--- config.mk ---
export PLATFORM = sky130hd
export DESIGN_NAME = rect_plotter
export DESIGN_NICKNAME = d
export VERILOG_FILES = /design/src/rtl/rect_plotter.sv
export SDC_FILE = /design/constraint.sdc
export NUM_CORES = 1
export LEC_CHECK = 0
export ABC_AREA = 1
export ABC_CLOCK_PERIOD_IN_PS = 6800
export CORE_UTILIZATION = 59
export CTS_BUF_LIST = sky130_fd_sc_hd__clkbuf_8 sky130_fd_sc_hd__clkbuf_16
export DETAILED_ROUTE_END_ITERATION = 10
export GPL_TIMING_DRIVEN = 0
export PLACE_DENSITY = 0.89
export SYNTH_ARGS = -nofsm -noshare
export SYNTH_HDL_FRONTEND = slang
export SYNTH_SLANG_ARGS = --single-unit
--- constraint.sdc ---
create_clock -name clock -period 6.8 [get_ports clock]
set_input_delay 1.7 -clock clock [delete_from_list [all_inputs] [get_ports clock]]
set_output_delay 1.7 -clock clock [all_outputs]
set_load 0.03 [all_outputs]
--- src/rtl/rect_plotter.sv ---
// Rectangle walker for the VGA path: on go it scans a w x h box in raster order, one pixel per cycle.
// Optional macro RECT_PLOTTER_CLIP_EN gates plot to the visible SCREEN_W x SCREEN_H area.
module rect_plotter #(
    parameter int COORD_W  = 8,
    parameter int MAX_W    = 16,
    parameter int MAX_H    = 16,
    parameter int COLOUR_W = 3,
    parameter int SCREEN_W = 160,
    parameter int SCREEN_H = 120
) (
    input  logic                         clock,
    input  logic                         reset_n,
    input  logic                         go,
    input  logic [COORD_W-1:0]           in_x,
    input  logic [COORD_W-1:0]           in_y,
    input  logic [$clog2(MAX_W+1)-1:0]   in_w,
    input  logic [$clog2(MAX_H+1)-1:0]   in_h,
    input  logic [COLOUR_W-1:0]          in_colour,
    input  logic                         in_mode,
    output logic [COORD_W-1:0]           x,
    output logic [COORD_W-1:0]           y,
    output logic [COLOUR_W-1:0]          colour,
    output logic                         plot,
    output logic                         busy,
    output logic                         done
);
    localparam int WW  = $clog2(MAX_W + 1);
    localparam int HW  = $clog2(MAX_H + 1);
    localparam int CXW = (MAX_W > 1) ? $clog2(MAX_W) : 1;
    localparam int CYW = (MAX_H > 1) ? $clog2(MAX_H) : 1;

    localparam logic [WW-1:0] MAX_W_L = WW'(MAX_W);
    localparam logic [HW-1:0] MAX_H_L = HW'(MAX_H);
    localparam logic [COORD_W:0] SCR_W_L = (COORD_W+1)'(SCREEN_W);
    localparam logic [COORD_W:0] SCR_H_L = (COORD_W+1)'(SCREEN_H);

    localparam logic [1:0] IDLE    = 2'd0;
    localparam logic [1:0] DRAW    = 2'd1;
    localparam logic [1:0] DONE    = 2'd2;
    localparam logic [1:0] RELEASE = 2'd3;

    logic [1:0]         state;
    logic [COORD_W-1:0] x0, y0;
    logic [WW-1:0]      w_q;
    logic [HW-1:0]      h_q;
    logic               mode_q;
    logic [CXW-1:0]     cx;
    logic [CYW-1:0]     cy;

    logic [WW-1:0]      w_sat;
    logic [HW-1:0]      h_sat;
    logic               col_end, last_pix;
    logic [CXW-1:0]     nxt_cx;
    logic [CYW-1:0]     nxt_cy;
    logic [COORD_W-1:0] sel_x0, sel_y0, nxt_x, nxt_y;
    logic [WW-1:0]      sel_w;
    logic [HW-1:0]      sel_h;
    logic               sel_mode, border, on_screen, nxt_plot;

    assign w_sat = (in_w > MAX_W_L) ? MAX_W_L : in_w;
    assign h_sat = (in_h > MAX_H_L) ? MAX_H_L : in_h;

    assign col_end  = (WW'(cx) == w_q - WW'(1));
    assign last_pix = col_end && (HW'(cy) == h_q - HW'(1));

    // In IDLE the first pixel is built straight from the request inputs so it
    // appears the cycle after go is accepted.
    always_comb begin
        nxt_cx   = '0;
        nxt_cy   = '0;
        sel_x0   = x0;
        sel_y0   = y0;
        sel_w    = w_q;
        sel_h    = h_q;
        sel_mode = mode_q;
        if (state == IDLE) begin
            sel_x0   = in_x;
            sel_y0   = in_y;
            sel_w    = w_sat;
            sel_h    = h_sat;
            sel_mode = in_mode;
        end else if (col_end) begin
            nxt_cy = cy + CYW'(1);
        end else begin
            nxt_cx = cx + CXW'(1);
            nxt_cy = cy;
        end
    end

    assign nxt_x  = sel_x0 + COORD_W'(nxt_cx);
    assign nxt_y  = sel_y0 + COORD_W'(nxt_cy);
    assign border = (nxt_cx == '0) || (WW'(nxt_cx) == sel_w - WW'(1)) ||
                    (nxt_cy == '0) || (HW'(nxt_cy) == sel_h - HW'(1));

`ifdef RECT_PLOTTER_CLIP_EN
    // One extra bit so a coordinate that overflows reads as off-screen.
    logic [COORD_W:0] sum_x, sum_y;
    assign sum_x     = {1'b0, sel_x0} + (COORD_W+1)'(nxt_cx);
    assign sum_y     = {1'b0, sel_y0} + (COORD_W+1)'(nxt_cy);
    assign on_screen = (sum_x < SCR_W_L) && (sum_y < SCR_H_L);
`else
    logic clip_unused;
    assign clip_unused = ^{SCR_W_L, SCR_H_L};
    assign on_screen   = 1'b1;
`endif

    assign nxt_plot = (!sel_mode || border) && on_screen;

    always_ff @(posedge clock) begin
        if (!reset_n) begin
            state  <= IDLE;
            x0     <= '0;
            y0     <= '0;
            w_q    <= '0;
            h_q    <= '0;
            mode_q <= 1'b0;
            cx     <= '0;
            cy     <= '0;
            x      <= '0;
            y      <= '0;
            colour <= '0;
            plot   <= 1'b0;
            busy   <= 1'b0;
            done   <= 1'b0;
        end else begin
            case (state)
                IDLE: begin
                    if (go) begin
                        x0     <= in_x;
                        y0     <= in_y;
                        w_q    <= w_sat;
                        h_q    <= h_sat;
                        mode_q <= in_mode;
                        colour <= in_colour;
                        cx     <= '0;
                        cy     <= '0;
                        if (w_sat == '0 || h_sat == '0) begin
                            state <= DONE;
                            done  <= 1'b1;
                            busy  <= 1'b0;
                            plot  <= 1'b0;
                        end else begin
                            state <= DRAW;
                            busy  <= 1'b1;
                            x     <= nxt_x;
                            y     <= nxt_y;
                            plot  <= nxt_plot;
                        end
                    end
                end
                DRAW: begin
                    if (last_pix) begin
                        state <= DONE;
                        done  <= 1'b1;
                        busy  <= 1'b0;
                        plot  <= 1'b0;
                    end else begin
                        cx   <= nxt_cx;
                        cy   <= nxt_cy;
                        x    <= nxt_x;
                        y    <= nxt_y;
                        plot <= nxt_plot;
                    end
                end
                DONE: begin
                    done  <= 1'b0;
                    state <= RELEASE;
                end
                default: begin
                    // A held go must drop before the next request is accepted.
                    if (!go) state <= IDLE;
                end
            endcase
        end
    end
endmodule

==> impl_results.md, run 1 <==
- Die Width: approximately 82 um
- Setup bufs post-CTS: 0
- Skew final: between 0.01 and 0.015 ns
- Synthesized netlist cell count: around 560
- Post-DRT Antenna Nets: 0
- H-tree levels: 3
- Largest net degree at the start of global routing: 11
- Initial core utilization: 62.1%
- Synth warnings: 0
- Crit Path Class: in2reg
- IO buf count: 54
- Final WL: 10.7 mm
- DP Cell Count: between 600 and 700
- Sequential fraction of the synthesis area: a little under a third
- PwrDens: 423 nW/um^2
- Pre-CTS setup slack: between 2 and 3 ns
- Top_reg_cell synth: dfxtp_1
- Chip height: a little over 80 um
- Share of layout cells above drive strength 1: roughly 6.7%
- Maximum clock rate: around 270 MHz
- Area grow syn2layout: 21.5%
- Final Hold Fails: 0
- Vias in the first global route: around 3.7k
- Avg WL per Cell: 15.3 um
- Syn avg cell area: ~6.7 um^2
- Min cycle time layout: between 3 and 4 ns
- Worst path required time: 7.06 ns
- CTS tree: yes
- Clock Latency Late Sink: approximately 0.34 ns
- DR vias: ~4.0k
- CTS Hold Buffers Added: 0
- Vias per cell: about 5.7
- Fill cell count: about 480
- Core area: 6030 um^2
- Final setup viols: 0
- Antenna violations before repair: 0
- Min-delay worst type: reg2reg
- Synth async-reset ratio: 0%
- Mapped Area: about 3700 um^2
- Nets: 673
- P_leak: 2.08 nW
- Synth cell types: 36
- ANT cells: 0
- CTS buffer count: 9
- Final Max Slew Viols: 0
- Outcome: completed
- Seq cells post-synth: a little under 60
- Syn Nets: slightly above 600
- Gr usage total: around a third
- Max_slew headroom: around 56%
- Hpwl dp: 8.11 mm
- Worst path arrival time: ~4.0 ns
- Post-cts resize count: 0
- Gpl congestion: roughly 0.9
- Worst slew pin tran: 0.654 ns
- Post-route DRC: 0
- Post-synth EDFFs: 0
- RSZ-0062 raised after global routing: false
- Die ar.: around 6700 um^2
- Number of cell rows: 28
- Initial DRC count: around 340
- Bufs on Longest Clock Path: 2
- Peak VDD IR: about 320 uV
- Fin Setup TNS: 0 ns
- IO Count: between 50 and 60
- Final worst path period share: 54.6%
- Startpoint Class: primary input
- CP Max Fanout: 3
- DRT Pass-1 Iters: 8
- Worst Slack Setup Final: roughly 3.1 ns
- Gr ovfl total: 0
- Clock sinks: 59
- Final cell count without fillers: 700
- Clock Tree Root: clkbuf_8
- Max-Cap Viols: 0
- Crit end category: flop
- Global-route wire length before repair: between 15 and 20 mm
- Clock-pin slew on the worst setup and hold paths: about 0.070 ns
logic make-up after synthesis:
| kind of cell | share of synthesized area [%] |
|---|---|
| AND/OR/NAND/NOR | 27.8 |
| AO/OA/AOI/OAI | 17.2 |
| buffers and inverters | 9.63 |
| flip-flops | 31.6 |
| XOR/XNOR | 5.85 |
| adder cells (fa/ha/maj) | 7.09 |
| multiplexers | 0.803 |
state kept, by name, summed over array words and instances (netlist names):
register	cells
busy	1
x	8
x0	8
colour	3
y0	8
y	8
w_q	5
state	2
cx	4
mode_q	1
done	1
plot	1
cy	4
h_q	5
area by class of cell:
type                    instances  area [um^2]  share of cell area (%)
multi-input cells             409         2200                    48.4
flip-flops and latches         59         1180                    26.0
clock buffers                  10          138                    3.03
well taps                      75         93.8                    2.06
inverters                      66          253                    5.56
plain buffers                  21          108                    2.37
clock inverters                 6         32.5                   0.716
repair buffers                 54          541                    11.9
routing by layer:
metal	wire length [um]	vias to the layer above	global-route usage, %	share of wire, %
met4	460	0	15.3	4.3
li1	-	1932	-	-
met5	0	-	0	0
met1	4400	1791	43.0	41
met2	4940	232	55.1	46
met3	940	50	8.00	8.8
power by group:
part | switching, mW | total [mW] | internal [mW] | leakage (nW)
clock | 0.141 | 0.280 | 0.139 | 0.0970
sequential | 0.0596 | 0.504 | 0.444 | 0.486
combinational | 0.733 | 1.14 | 0.406 | 1.50
worst max-delay path, cell delays in order:
cell and delay [ns]:
clkdlybuf4s50_1 0.46, nor2_1 0.13, nand2_1 0.07, nand2_1 0.10, nand2_1 0.12, o21a_1 0.23, ha_1 0.22, xor2_1 0.23
nand3b_1 0.14, nand2_1 0.06, nor2_1 0.10, nand3_1 0.08, nand2_1 0.06, inv_1 0.04, nand2_1 0.05, nand2_1 0.05
a21oi_1 0.14
cell usage in the layout, fill, tap and decap left out, drive strengths merged:
| cell | netlist | routed |
|---|---|---|
| ha | 18 | 18 |
| a211oi | 6 | 6 |
| fa | 2 | 2 |
| xor2 | 12 | 12 |
| clkbuf | 13 | 23 |
| a21oi | 58 | 58 |
| nor3b | 1 | 1 |
| nand3b | 3 | 3 |
| buf | 8 | 8 |
| nand3 | 31 | 31 |
| o21a | 2 | 2 |
| dfxtp | 59 | 59 |
| nand4 | 7 | 7 |
| mux2i | 3 | 3 |
| nor2 | 48 | 48 |
| clkdlybuf4s50 | 0 | 54 |
| clkinv | 1 | 6 |
| nor3 | 3 | 3 |
| nand2 | 143 | 143 |
| a22oi | 2 | 2 |
| xnor2 | 13 | 13 |
| inv | 65 | 66 |
| a31oi | 1 | 1 |
| or2 | 2 | 2 |
| o21ai | 53 | 53 |
| nor4 | 1 | 1 |
worst paths after layout:
kind / from / to / slack [ns] / cells past startpoint
max: in_w[2] / plot / 3.09 / 17
min: x0[7] / x0[7] / 0.45 / 2
max reg2reg: state[0] / y[6] / 3.25 / 16
min reg2reg: x0[7] / x0[7] / 0.45 / 2
Yosys cell counts (4+ instances only):
cell        n  share of area (%)
a211oi_1    6                1.2
a21oi_1    58                7.8
buf_2       5               0.67
clkbuf_1   13                1.3
dfxtp_1    59                 32
ha_1       18                6.0
inv_1      58                5.8
inv_2       5               0.50
nand2_1   139                 14
nand3_1    29                3.9
nand4_1     7                1.2
nor2_1     46                4.6
o21ai_0    47                6.3
o21ai_1     4               0.54
xnor2_1    13                3.0
xor2_1     12                2.8
per-stage QoR:
| stage | power, mW | hold slack [ns] | instance area (um^2) | util [%] |
|---|---|---|---|---|
| finish | 1.92 | 0.455 | 4550 | 75.4 |
| global route | 2.04 | 0.477 | 4550 | 75.4 |
| CTS | 1.90 | 0.458 | 4550 | 75.4 |
| detailed placement | 1.61 | 0.449 | 4380 | 72.6 |
| global placement | 1.57 | 0.434 | 4380 | 72.6 |
| floorplan | 1.28 | 0.424 | 3740 | - |
No activity file was read; power rests on OpenSTA's default activity.
==> run 2: changes to the inputs <==
--- a/config.mk
+++ b/config.mk
@@ -6,12 +6,12 @@
 export NUM_CORES = 1
 export LEC_CHECK = 0
 export ABC_AREA = 1
-export ABC_CLOCK_PERIOD_IN_PS = 6800
-export CORE_UTILIZATION = 59
+export ABC_CLOCK_PERIOD_IN_PS = 3740
+export CORE_UTILIZATION = 55
 export CTS_BUF_LIST = sky130_fd_sc_hd__clkbuf_8 sky130_fd_sc_hd__clkbuf_16
 export DETAILED_ROUTE_END_ITERATION = 10
 export GPL_TIMING_DRIVEN = 0
-export PLACE_DENSITY = 0.89
+export PLACE_DENSITY = 0.84
 export SYNTH_ARGS = -nofsm -noshare
 export SYNTH_HDL_FRONTEND = slang
 export SYNTH_SLANG_ARGS = --single-unit
==> constraint.sdc (replaced) <==
create_clock -name clock -period 3.74 [get_ports clock]
set_input_delay 0.935 -clock clock [delete_from_list [all_inputs] [get_ports clock]]
set_output_delay 0.935 -clock clock [all_outputs]
set_load 0.03 [all_outputs]
==> run 2 against run 1 <==
  * The flow now finishes with violations (design-rule violations)
  * Critical path depth down 1
  * Register-to-register slack worse by 3.0 ns
  * Final area up 0.72%
  * Power up 84%
  * Clock skew up 0.0044 ns
  * Final cell count up 0.14%
  * First-iteration DRC count down 1.7%
  * Setup slack worse by 2.8 ns
  * Via count down 3.6%
  * Global-route usage down 4.2 points
  * Flip-flop and latch count unchanged
  * Largest cell class unchanged
  * Highest routed layer unchanged
==> impl_results.md, run 2 (synthesized netlist as in run 1, its figures left out) <==
- Number of cell rows: 29 (+3.6%)
- Clock Tree Root: clkbuf_8
- Maximum clock rate: 289 MHz
- Most frequent cells in the layout: 139 x nand2_1, 59 x dfxtp_1, 58 x inv_1, 58 x a21oi_1, 54 x clkdlybuf4s50_1
- ANT cells: 0 (unchanged)
- Net Switching: 1.66 mW (+78%)
- Hold Slack: 0.454 ns (-0.00105 ns)
- Final WL: 10.3 mm (-4.2%)
- Share of layout cells above drive strength 1: 6.73% (+0.011 points)
- Design Area, Final: 4580 um^2 (+0.72%)
- CP bufs+invs: 7 (+5)
- Initial DRC count: 338 (-1.7%)
- Setup bufs post-CTS: 0 (unchanged)
- Gpl congestion: 0.895 (-2.4%)
- Bufs on Longest Clock Path: 2 (unchanged)
- Min cycle time layout: approximately 3.5 ns
- Worst path arrival time: 3.69 ns (-0.29 ns)
- Startpoint Class: flop
- Gr usage total: 29.9% (-4.2 points)
- Worst Slack Setup Final: 0.278 ns (-2.81 ns)
- Internal Power: 1.88 mW (+90%)
- Final setup viols: 0 (unchanged)
- RSZ-0062 raised after global routing: false
- Pre-CTS setup slack: 0.346 ns (-2.46 ns)
- Antenna violations before repair: 0 (unchanged)
- Crit-path max cell delay: 0.40 ns (-0.06 ns)
- DR vias: 3862 (-3.6%)
- Fin Setup TNS: 0 ns (unchanged)
- Initial core utilization: 57.9% (-4.2 points)
- DP Cell Count: 686 (+0.29%)
- P_leak: 2.09 nW (+0.41%)
- Clock-pin slew on the worst setup and hold paths: 0.07 ns (about the same)
- Commonest non-fill, non-tap cell in the layout: nand2_1
- Final Max Slew Viols: 0 (unchanged)
- Clock Latency Late Sink: 0.34 ns (about the same)
- Post-cts resize count: 0 (unchanged)
- Clock power share: 16.9% (+2.3 points)
- Nets: 673 (unchanged)
- Outcome: complete, but fails checks
- Vias per cell: 5.51 (-3.7%)
- IO buf count: 54 (unchanged)
- Post-route DRC: 2 (+2)
- Gr ovfl total: 0 (unchanged)
- CP Max Fanout: 10 (+7)
- Die ar.: 7140 um^2 (+7.1%)
- Skew final: 0.0151 ns (+0.00443 ns)
- PwrDens: 773 nW/um^2 (+83%)
- Area grow syn2layout: 22.4%
- Crit Path Class: reg2reg
- Worst slew pin tran: 0.623 ns (-0.0309 ns)
- Area after DPL: 4380 um^2 (about the same)
- CP top delay family: buffers and inverters
- Vias in the first global route: 3603 (-2.6%)
- Peak VDD IR: 529 uV (+66%)
- Post-DRT Antenna Nets: 0 (unchanged)
- H-tree levels: 3 (unchanged)
- Worst path required time: 3.97 ns (-3.09 ns)
- Total power: 3.54 mW (+84%)
- Global-route wire length before repair: 16.7 mm (-0.98%)
- Min-delay worst type: reg2reg
- Switching Fraction: 46.9% (-1.7 points)
- DRT Pass-1 Iters: 10 (+2)
- CTS tree: yes
- Final Hold Fails: 0 (unchanged)
- Die Width: 84.5 um (+3.5%)
- Avg WL per Cell: 14.7 um (-4.3%)
- Crit end category: flop
- IO Count: 55 (unchanged)
- Comb pwr share: 57.2% (-2.0 points)
- Largest net degree at the start of global routing: 11 (unchanged)
- Hpwl dp: 7.74 mm (-4.5%)
- Reg power frac: 25.9% (-0.3 points)
- Final worst path period share: between 90% and 100%
- Final cell count without fillers: 701 (+0.14%)
- Max-Cap Viols: 0 (unchanged)
- Post-layout util: 70.9% (-4.6 points)
- CTS Hold Buffers Added: 0 (unchanged)
- CTS buffer count: 9 (unchanged)
- Failing checks: design-rule violations
- Slowest stage cell, crit path: fa_1
- Worst-path cell chain: inv_1 -> ha_1 -> buf_2 -> buf_2 -> buf_2 -> buf_2 -> nand2_1 -> nand2_1 -> ha_1 -> inv_1 -> fa_1 -> inv_1 -> a31oi_1 -> nor3_1 -> xor2_1 -> a21oi_1
- Clock sinks: 59 (unchanged)
- CP most frequent cell: buf_2
- Chip height: 84.5 um (+3.5%)
- Core area: 6460 um^2 (+7.2%)
- Max_slew headroom: 58.5% (+2.1 points)
[run 2: changes by cell type in the layout (fill, tap and decap cells not counted)]
cell	before	now
inv_1	59	58
bufinv_16	0	1
clkbuf_8	10	11
clkinv_2	4	2
inv_6	0	1
clkinv_4	1	0
[run 2: tightest hold or removal path: stages (launching register included)]
cell and delay [ns]:
dfxtp_1 0.30, inv_1 0.06, a21oi_1 0.05
[run 2: per-layer routing]
metal / up-vias / wire [um] / track usage (%)
met2: 162 / 4760 / 49.0
met5: - / 0 / 0
met1: 1749 / 4610 / 39.0
met3: 20 / 721 / 6.98
met4: 0 / 196 / 9.55
li1: 1931 / - / -
[run 2: layout make-up]
class                   count  area (um^2)
multi-input cells         409         2200
fillers                   522         1880
flip-flops and latches     59         1180
repair buffers             54          541
inverters                  66          253
clock buffers              11          151
plain buffers              21          108
well taps                  77         96.3
clock inverters             4         48.8
[run 2: final timing paths]
path / startpoint / end / slack [ns] / depth (start not counted)
max: state[0] / y[6] / 0.28 / 16
min: y0[7] / y0[7] / 0.45 / 2
min reg2reg: y0[7] / y0[7] / 0.45 / 2
max reg2reg: state[0] / y[6] / 0.28 / 16
[run 2: power by group through the flow]
stage | combinational [mW] | sequential [mW] | clock (mW)
after floorplan | 1.22 | 1.09 | 0
after global placement | 1.93 | 0.919 | 0
after detailed placement | 1.98 | 0.925 | 0
after CTS | 2.00 | 0.913 | 0.600
after global routing | 2.22 | 0.934 | 0.635
final | 2.02 | 0.915 | 0.599
